`config.mk`:
```
export PLATFORM = sky130hd
export DESIGN_NAME = tmr_wb_reg
export DESIGN_NICKNAME = d
export VERILOG_FILES = /design/src/rtl/tmr_pkg.sv /design/src/rtl/tmr_wb_reg_maj3_vote.sv /design/src/rtl/tmr_wb_reg.sv
export SDC_FILE = /design/constraint.sdc
export NUM_CORES = 1
export LEC_CHECK = 0
export ABC_CLOCK_PERIOD_IN_PS = 3070
export BUFFER_PORTS_ARGS = -buffer_cell sky130_fd_sc_hd__buf_2
export CAP_MARGIN = 25
export CELL_PAD_IN_SITES_DETAIL_PLACEMENT = 1
export CELL_PAD_IN_SITES_GLOBAL_PLACEMENT = 1
export CORE_MARGIN = 3
export CORE_UTILIZATION = 42
export DETAILED_ROUTE_END_ITERATION = 8
export GPL_ROUTABILITY_DRIVEN = 1
export PLACE_DENSITY = 0.86
export SYNTH_ARGS = -nofsm -noshare
export SYNTH_HDL_FRONTEND = slang
export SYNTH_SLANG_ARGS = --single-unit
```
`constraint.sdc`:
```
create_clock -name clk -period 3.07 [get_ports clk]
set_input_delay 0.1535 -clock clk [delete_from_list [all_inputs] [get_ports clk]]
set_output_delay 0.1535 -clock clk [all_outputs]
set_load 0.03 [all_outputs]
```
`src/rtl/tmr_pkg.sv`:
```
// Shared definitions for the triple-redundant writeback register:
// stage states, copy count and the voted word width helper.
package tmr_pkg;

    typedef enum logic [1:0] {
        EMPTY = 2'd0,
        FULL  = 2'd1,
        SCRUB = 2'd2
    } tmr_state_e;

    // Number of redundant copies held by the stage.
    localparam int unsigned NCOPIES = 3;

    // Default datapath width and the matching voted word ({zero, result}).
    localparam int unsigned DEFAULT_WIDTH  = 32;
    localparam int unsigned DEFAULT_VOTE_W = DEFAULT_WIDTH + 1;

    // Width of one stored copy for a given result width: result plus zero flag.
    function automatic int unsigned vote_width(input int unsigned width);
        return width + 1;
    endfunction

endpackage

```
`src/rtl/tmr_wb_reg_maj3_vote.sv`:
```
// Bitwise 2-of-3 majority voter. Also reports, per copy, whether that
// copy disagrees with the voted word in any bit.
module maj3_vote #(
    parameter int unsigned W = 33
) (
    input  logic [W-1:0] a_i,
    input  logic [W-1:0] b_i,
    input  logic [W-1:0] c_i,
    output logic [W-1:0] vote_o,
    output logic [2:0]   mis_o
);

    // Majority per bit, then compare each copy against the result.
    always_comb begin
        vote_o   = (a_i & b_i) | (a_i & c_i) | (b_i & c_i);
        mis_o[0] = (a_i != vote_o);
        mis_o[1] = (b_i != vote_o);
        mis_o[2] = (c_i != vote_o);
    end

endmodule

```
`src/rtl/tmr_wb_reg.sv`:
```
// Triple-redundant writeback pipeline register with majority vote,
// scrub-on-mismatch and a saturating scrub-event counter.
// Optional fault-injection ports are compiled in with TMR_WB_INJECT_EN.
module tmr_wb_reg
    import tmr_pkg::*;
#(
    parameter int unsigned WIDTH    = 32,
    parameter int unsigned ERRCNT_W = 8
) (
    input  logic                clk,
    input  logic                reset,
    input  logic                in_valid,
    output logic                in_ready,
    input  logic [WIDTH-1:0]    in_result,
    input  logic                in_zero,
    output logic                out_valid,
    input  logic                out_ready,
    output logic [WIDTH-1:0]    out_result,
    output logic                out_zero,
    input  logic                clr_err,
    output logic [ERRCNT_W-1:0] err_count,
    output logic [2:0]          err_copy,
    output logic                fault_sat
`ifdef TMR_WB_INJECT_EN
    ,
    input  logic                inj_en,
    input  logic [1:0]          inj_copy,
    input  logic [WIDTH:0]      inj_mask
`endif
);

    localparam int unsigned VW = vote_width(WIDTH);

    tmr_state_e                   state_q, state_d;
    logic [NCOPIES-1:0][VW-1:0]   copy_q, copy_d;
    logic [ERRCNT_W-1:0]          err_count_q, err_count_d;
    logic [2:0]                   err_copy_q, err_copy_d;

    logic [VW-1:0]                vote;
    logic [2:0]                   mis_vec;
    logic                         mis;
    logic                         err_hit;
    logic                         inject_act;
    logic [VW-1:0]                in_word;

    assign in_word = {in_zero, in_result};

    maj3_vote #(.W(VW)) u_vote (
        .a_i    (copy_q[0]),
        .b_i    (copy_q[1]),
        .c_i    (copy_q[2]),
        .vote_o (vote),
        .mis_o  (mis_vec)
    );

    assign mis = |mis_vec;

`ifdef TMR_WB_INJECT_EN
    // An injection takes the place of vote/scrub for its cycle; copy 3 does not exist.
    assign inject_act = inj_en && (inj_copy != 2'd3) && (state_q == FULL);
`else
    assign inject_act = 1'b0;
`endif

    // Next-state, copy updates and handshake outputs.
    always_comb begin
        // NOTE: every output of this block gets a default first so no path infers a latch.
        state_d   = state_q;
        copy_d    = copy_q;
        in_ready  = 1'b0;
        out_valid = 1'b0;
        err_hit   = 1'b0;
        unique case (state_q)
            EMPTY: begin
                in_ready = 1'b1;
                if (in_valid) begin
                    for (int i = 0; i < NCOPIES; i++) copy_d[i] = in_word;
                    state_d = FULL;
                end
            end
            FULL: begin
                out_valid = 1'b1;
                if (inject_act) begin
`ifdef TMR_WB_INJECT_EN
                    for (int i = 0; i < NCOPIES; i++) begin
                        if (inj_copy == 2'(i)) copy_d[i] = copy_q[i] ^ inj_mask;
                    end
`endif
                    if (out_ready) state_d = EMPTY;
                end else if (mis) begin
                    for (int i = 0; i < NCOPIES; i++) copy_d[i] = vote;
                    err_hit = 1'b1;
                    state_d = out_ready ? EMPTY : SCRUB;
                end else begin
                    in_ready = out_ready;
                    if (out_ready) begin
                        if (in_valid) begin
                            for (int i = 0; i < NCOPIES; i++) copy_d[i] = in_word;
                        end else begin
                            state_d = EMPTY;
                        end
                    end
                end
            end
            SCRUB: begin
                out_valid = 1'b1;
                state_d   = out_ready ? EMPTY : FULL;
            end
            default: state_d = EMPTY;
        endcase
    end

    // Error status: clear has priority over a coincident scrub event.
    always_comb begin
        err_count_d = err_count_q;
        err_copy_d  = err_copy_q;
        if (clr_err) begin
            err_count_d = '0;
            err_copy_d  = '0;
        end else if (err_hit) begin
            if (!(&err_count_q)) err_count_d = err_count_q + 1'b1;
            err_copy_d = err_copy_q | mis_vec;
        end
    end

    // State, copies and error status registers.
    always_ff @(posedge clk or negedge reset) begin
        if (!reset) begin
            state_q     <= EMPTY;
            copy_q      <= '0;
            err_count_q <= '0;
            err_copy_q  <= '0;
        end else begin
            // NOTE: sequential state uses non-blocking assignments so all registers update together.
            state_q     <= state_d;
            copy_q      <= copy_d;
            err_count_q <= err_count_d;
            err_copy_q  <= err_copy_d;
        end
    end

    assign out_result = vote[WIDTH-1:0];
    assign out_zero   = vote[WIDTH];
    assign err_count  = err_count_q;
    assign err_copy   = err_copy_q;
    assign fault_sat  = &err_count_q;

endmodule

```
==> impl_metrics.env <==
export IMPL_synthDistinctLibCells=51
export IMPL_synth_compound_area_share_pct=28.6
export IMPL_netlist_area_leader_share_pct=38.9
export IMPL_slew_limit_headroom_pct=50.2
export IMPL_rrSetupSlack_ps=-380
export IMPL_timing_worst_setup_path_type="reg2reg"
export IMPL_r2r_end="copy_q[69]"
export IMPL_rsz0062_at_grt="yes"
export IMPL_synth_area_leaders="dfrtp_1, a2bb2oi_1, o221ai_2, and3b_1, nor3b_1"
export IMPL_path_delay_family="simple AND/OR/NAND/NOR gates"
export IMPL_htreeDepth=3
export IMPL_ios=85
export IMPL_nFillCells=1880
export IMPL_cts_buffer_depth=2
export IMPL_routed_wl_mm=30.6
export IMPL_drv_cap=0
export IMPL_crit_fanout=27
export IMPL_max_freq_ghz=0.290
export IMPL_whs_ps=160
export IMPL_cts_buffers=9
export IMPL_routabilityCongestion=0.834
export IMPL_yosys_area_share_simple_pct=27.2
export IMPL_leakagePower_uw=0.00405
export IMPL_initial_utilization_pct=43.1
export IMPL_first_pass_iters=5
export IMPL_rows=47
export IMPL_grt_overflow_total=0
export IMPL_drt_iter0_markers=581
export IMPL_drive_gt1_share_pct=39.1
export IMPL_synthFlopType="dfrtp_1"
export IMPL_r2r_start="copy_q[71]"
export IMPL_cts_tree="yes"
export IMPL_synth_seq_cells=112
export IMPL_vdd_ir_drop_max_mv=0.889
export IMPL_violations="negative setup slack"
export IMPL_fin_nets=1009
export IMPL_fin_crit_sh_pct=112
export IMPL_crit_path_end="copy_q[69]"
export IMPL_syn_area_per_cell_um2=9.92
export IMPL_grt_pass1_vias=8280
export IMPL_antenna_left=0
export IMPL_crit_slowest_cell="or4_4"
export IMPL_yosysMostFrequentCell="dfrtp_1"
export IMPL_synth_adder_area_share_pct=0.869
export IMPL_num_vias=7720
export IMPL_outcome="finished with violations"
export IMPL_cp_arrival_ps=3680
export IMPL_ys_async_sr_fraction_pct=100
export IMPL_setup_viol=110
export IMPL_multi_input_comb_area_um2=4510
export IMPL_setup_ws_ps=-382
export IMPL_die_h_um=137
export IMPL_numPortBuffers=84
export IMPL_die_area_um2=18700
export IMPL_grt_pass1_wl_mm=46.9
export IMPL_synthMuxAreaShare_pct=1.48
export IMPL_tns_ps=-36150
export IMPL_antenna_found_initial=0
export IMPL_synth_top_area_cell="dfrtp_1"
export IMPL_seqCellArea_um2=2800
export IMPL_worst_pin_slew_ps=747
export IMPL_finalHoldViolations=0
export IMPL_place_hpwl_mm=19.1
export IMPL_post_route_util_pct=59.6
export IMPL_synth_enable_flop_cells=0
export IMPL_critPathLaunchType="flip-flop"
export IMPL_ys_warn_count=0
export IMPL_synth_xor_area_share_pct=0
export IMPL_clk_pin_slew_ps=80
export IMPL_period_needed_ps=3450
export IMPL_die_width_um=137
export IMPL_netlist_area_um2=7200
export IMPL_syn_nets=769
export IMPL_drt_wirelength_per_cell_um=25.7
export IMPL_syn_inst=726
export IMPL_synthTopCellsByCount="dfrtp_1, a2bb2oi_1, nor2_1"
export IMPL_crit_chain="buf_4 > a21oi_1 > o22ai_2 > nor4_2 > buf_4 > nand4_1 > or4_4 > buf_6 > a21oi_4 > buf_12 > o21ai_4 > buf_12 > buf_12 > a2bb2oi_1"
export IMPL_skew_ps=10.2
export IMPL_cp_startpoint="copy_q[71]"
export IMPL_clock_latency_ps=370
export IMPL_worstHoldPathType="in2reg"
export IMPL_cp_data_required_time_ps=3300
export IMPL_clock_root_buffer="clkbuf_16"
export IMPL_remaining_drc_errors=0
export IMPL_grt_use_total_pct=32.5
export IMPL_via_per_inst=6.48
export IMPL_cp_depth=14
export IMPL_end_kind="flip-flop"
export IMPL_synth_top_family_by_area="compound AO/OA/AOI/OAI gates"
export IMPL_grt_max_degree=60
export IMPL_core_um2=16700
export IMPL_final_max_slew_viol_count=0
export IMPL_crit_top_cell="buf_12"
export IMPL_ys_seq_area_share_pct=38.9
export IMPL_r2r_cells=14
export IMPL_area_growth_pct=38.3
export IMPL_power_density_nw_per_um2=1210
export IMPL_numClockSinks=112
export IMPL_path_buf_inv=6
export IMPL_slowest_delay_ps=590
export IMPL_n_antenna_cell=0
state kept, by name, summed over array words and instances (netlist names):
name,cells
err_count,8
state_q,2
copy_q,99
err_copy,3
layout make-up:
cell class              instances  area share [%]
clock buffers                   9            2.26
multi-input cells             569            45.2
inverters                       9           0.339
repair buffers                265            20.7
flip-flops and latches        112            28.1
well taps                     220            2.76
clock inverters                 7           0.578
kinds of logic (layout without fill, tap and decap cells):
family / count (synthesis) / count (layout)
flip-flops: 112 / 112
buffers and inverters: 46 / 290
AO/OA/AOI/OAI: 241 / 242
multiplexers: 10 / 10
AND/OR/NAND/NOR: 312 / 312
adder cells (fa/ha/maj): 5 / 5
worst min-delay path by stage:
stage                        startpoint            to  slack (ps)  cells past startpoint
after floorplan                   reset     copy_q[0]        -140                      0
after global placement            reset    copy_q[47]         250                      1
after detailed placement          reset    copy_q[47]         250                      1
after CTS                       clr_err   err_copy[2]         140                      2
after global routing      in_result[28]    copy_q[94]         190                      3
final                           clr_err  err_count[6]         160                      2
metrics by stage:
stage	power (uW)	cells	area, um^2	setup slack [ps]
final	12100	1191	9960	-382
after global routing	12600	1191	9960	-429
after CTS	11600	1187	9850	-295
after floorplan	6610	726	7210	3.88
after global placement	9260	1158	9130	-384
after detailed placement	9650	1158	9130	-688
cells in the final DEF (no fill, tap or decap), types with 3 or more instances in the layout:
| cell type | count |
|---|---|
| buf_4 | 159 |
| dfrtp_1 | 112 |
| a2bb2oi_1 | 82 |
| buf_2 | 82 |
| nor2_1 | 70 |
| nor3b_1 | 40 |
| and3b_1 | 35 |
| a21oi_1 | 34 |
| or3_1 | 32 |
| o221ai_2 | 30 |
| o21a_1 | 26 |
| nand3b_1 | 21 |
| or3b_2 | 18 |
| nand2_1 | 16 |
| buf_12 | 15 |
| a2bb2oi_2 | 14 |
| nand2b_1 | 13 |
| nand4_1 | 12 |
| nor4_1 | 12 |
| o22ai_1 | 11 |
| nor2b_1 | 10 |
| o21ai_0 | 9 |
| inv_1 | 9 |
| clkbuf_16 | 9 |
| nor4_2 | 8 |
| nand3_1 | 6 |
| mux2i_1 | 5 |
| ha_1 | 5 |
| clkinv_4 | 5 |
| buf_6 | 5 |
| or4_1 | 4 |
| a21o_1 | 4 |
| mux2_2 | 4 |
| nor4_4 | 3 |
| nor3_1 | 3 |
| o22a_1 | 3 |
power by group:
group | total [uW] | switching, uW | internal (uW)
Combinational | 8310 | 4460 | 3850
Clock | 1170 | 611 | 561
Sequential | 2610 | 578 | 2040
routing by layer:
| metal | GRT usage (%) | wire (um) |
|---|---|---|
| met2 | 57.1 | 15500 |
| met1 | 37.5 | 11900 |
| met3 | 6.07 | 1540 |
| met5 | 0 | 0 |
| met4 | 17.0 | 1670 |
timing repair:
action / in CTS / in global routing
gates resized for setup: 45 / 15
gates cloned: 4 / 0
setup endpoints to repair: 110 / 110
pin swaps: 13 / 6
endpoints found under the hold margin: 53 / 0
buffers inserted: 8 / 5
hold buffers: 1 / 0
No activity file was read; power rests on OpenSTA's default activity.
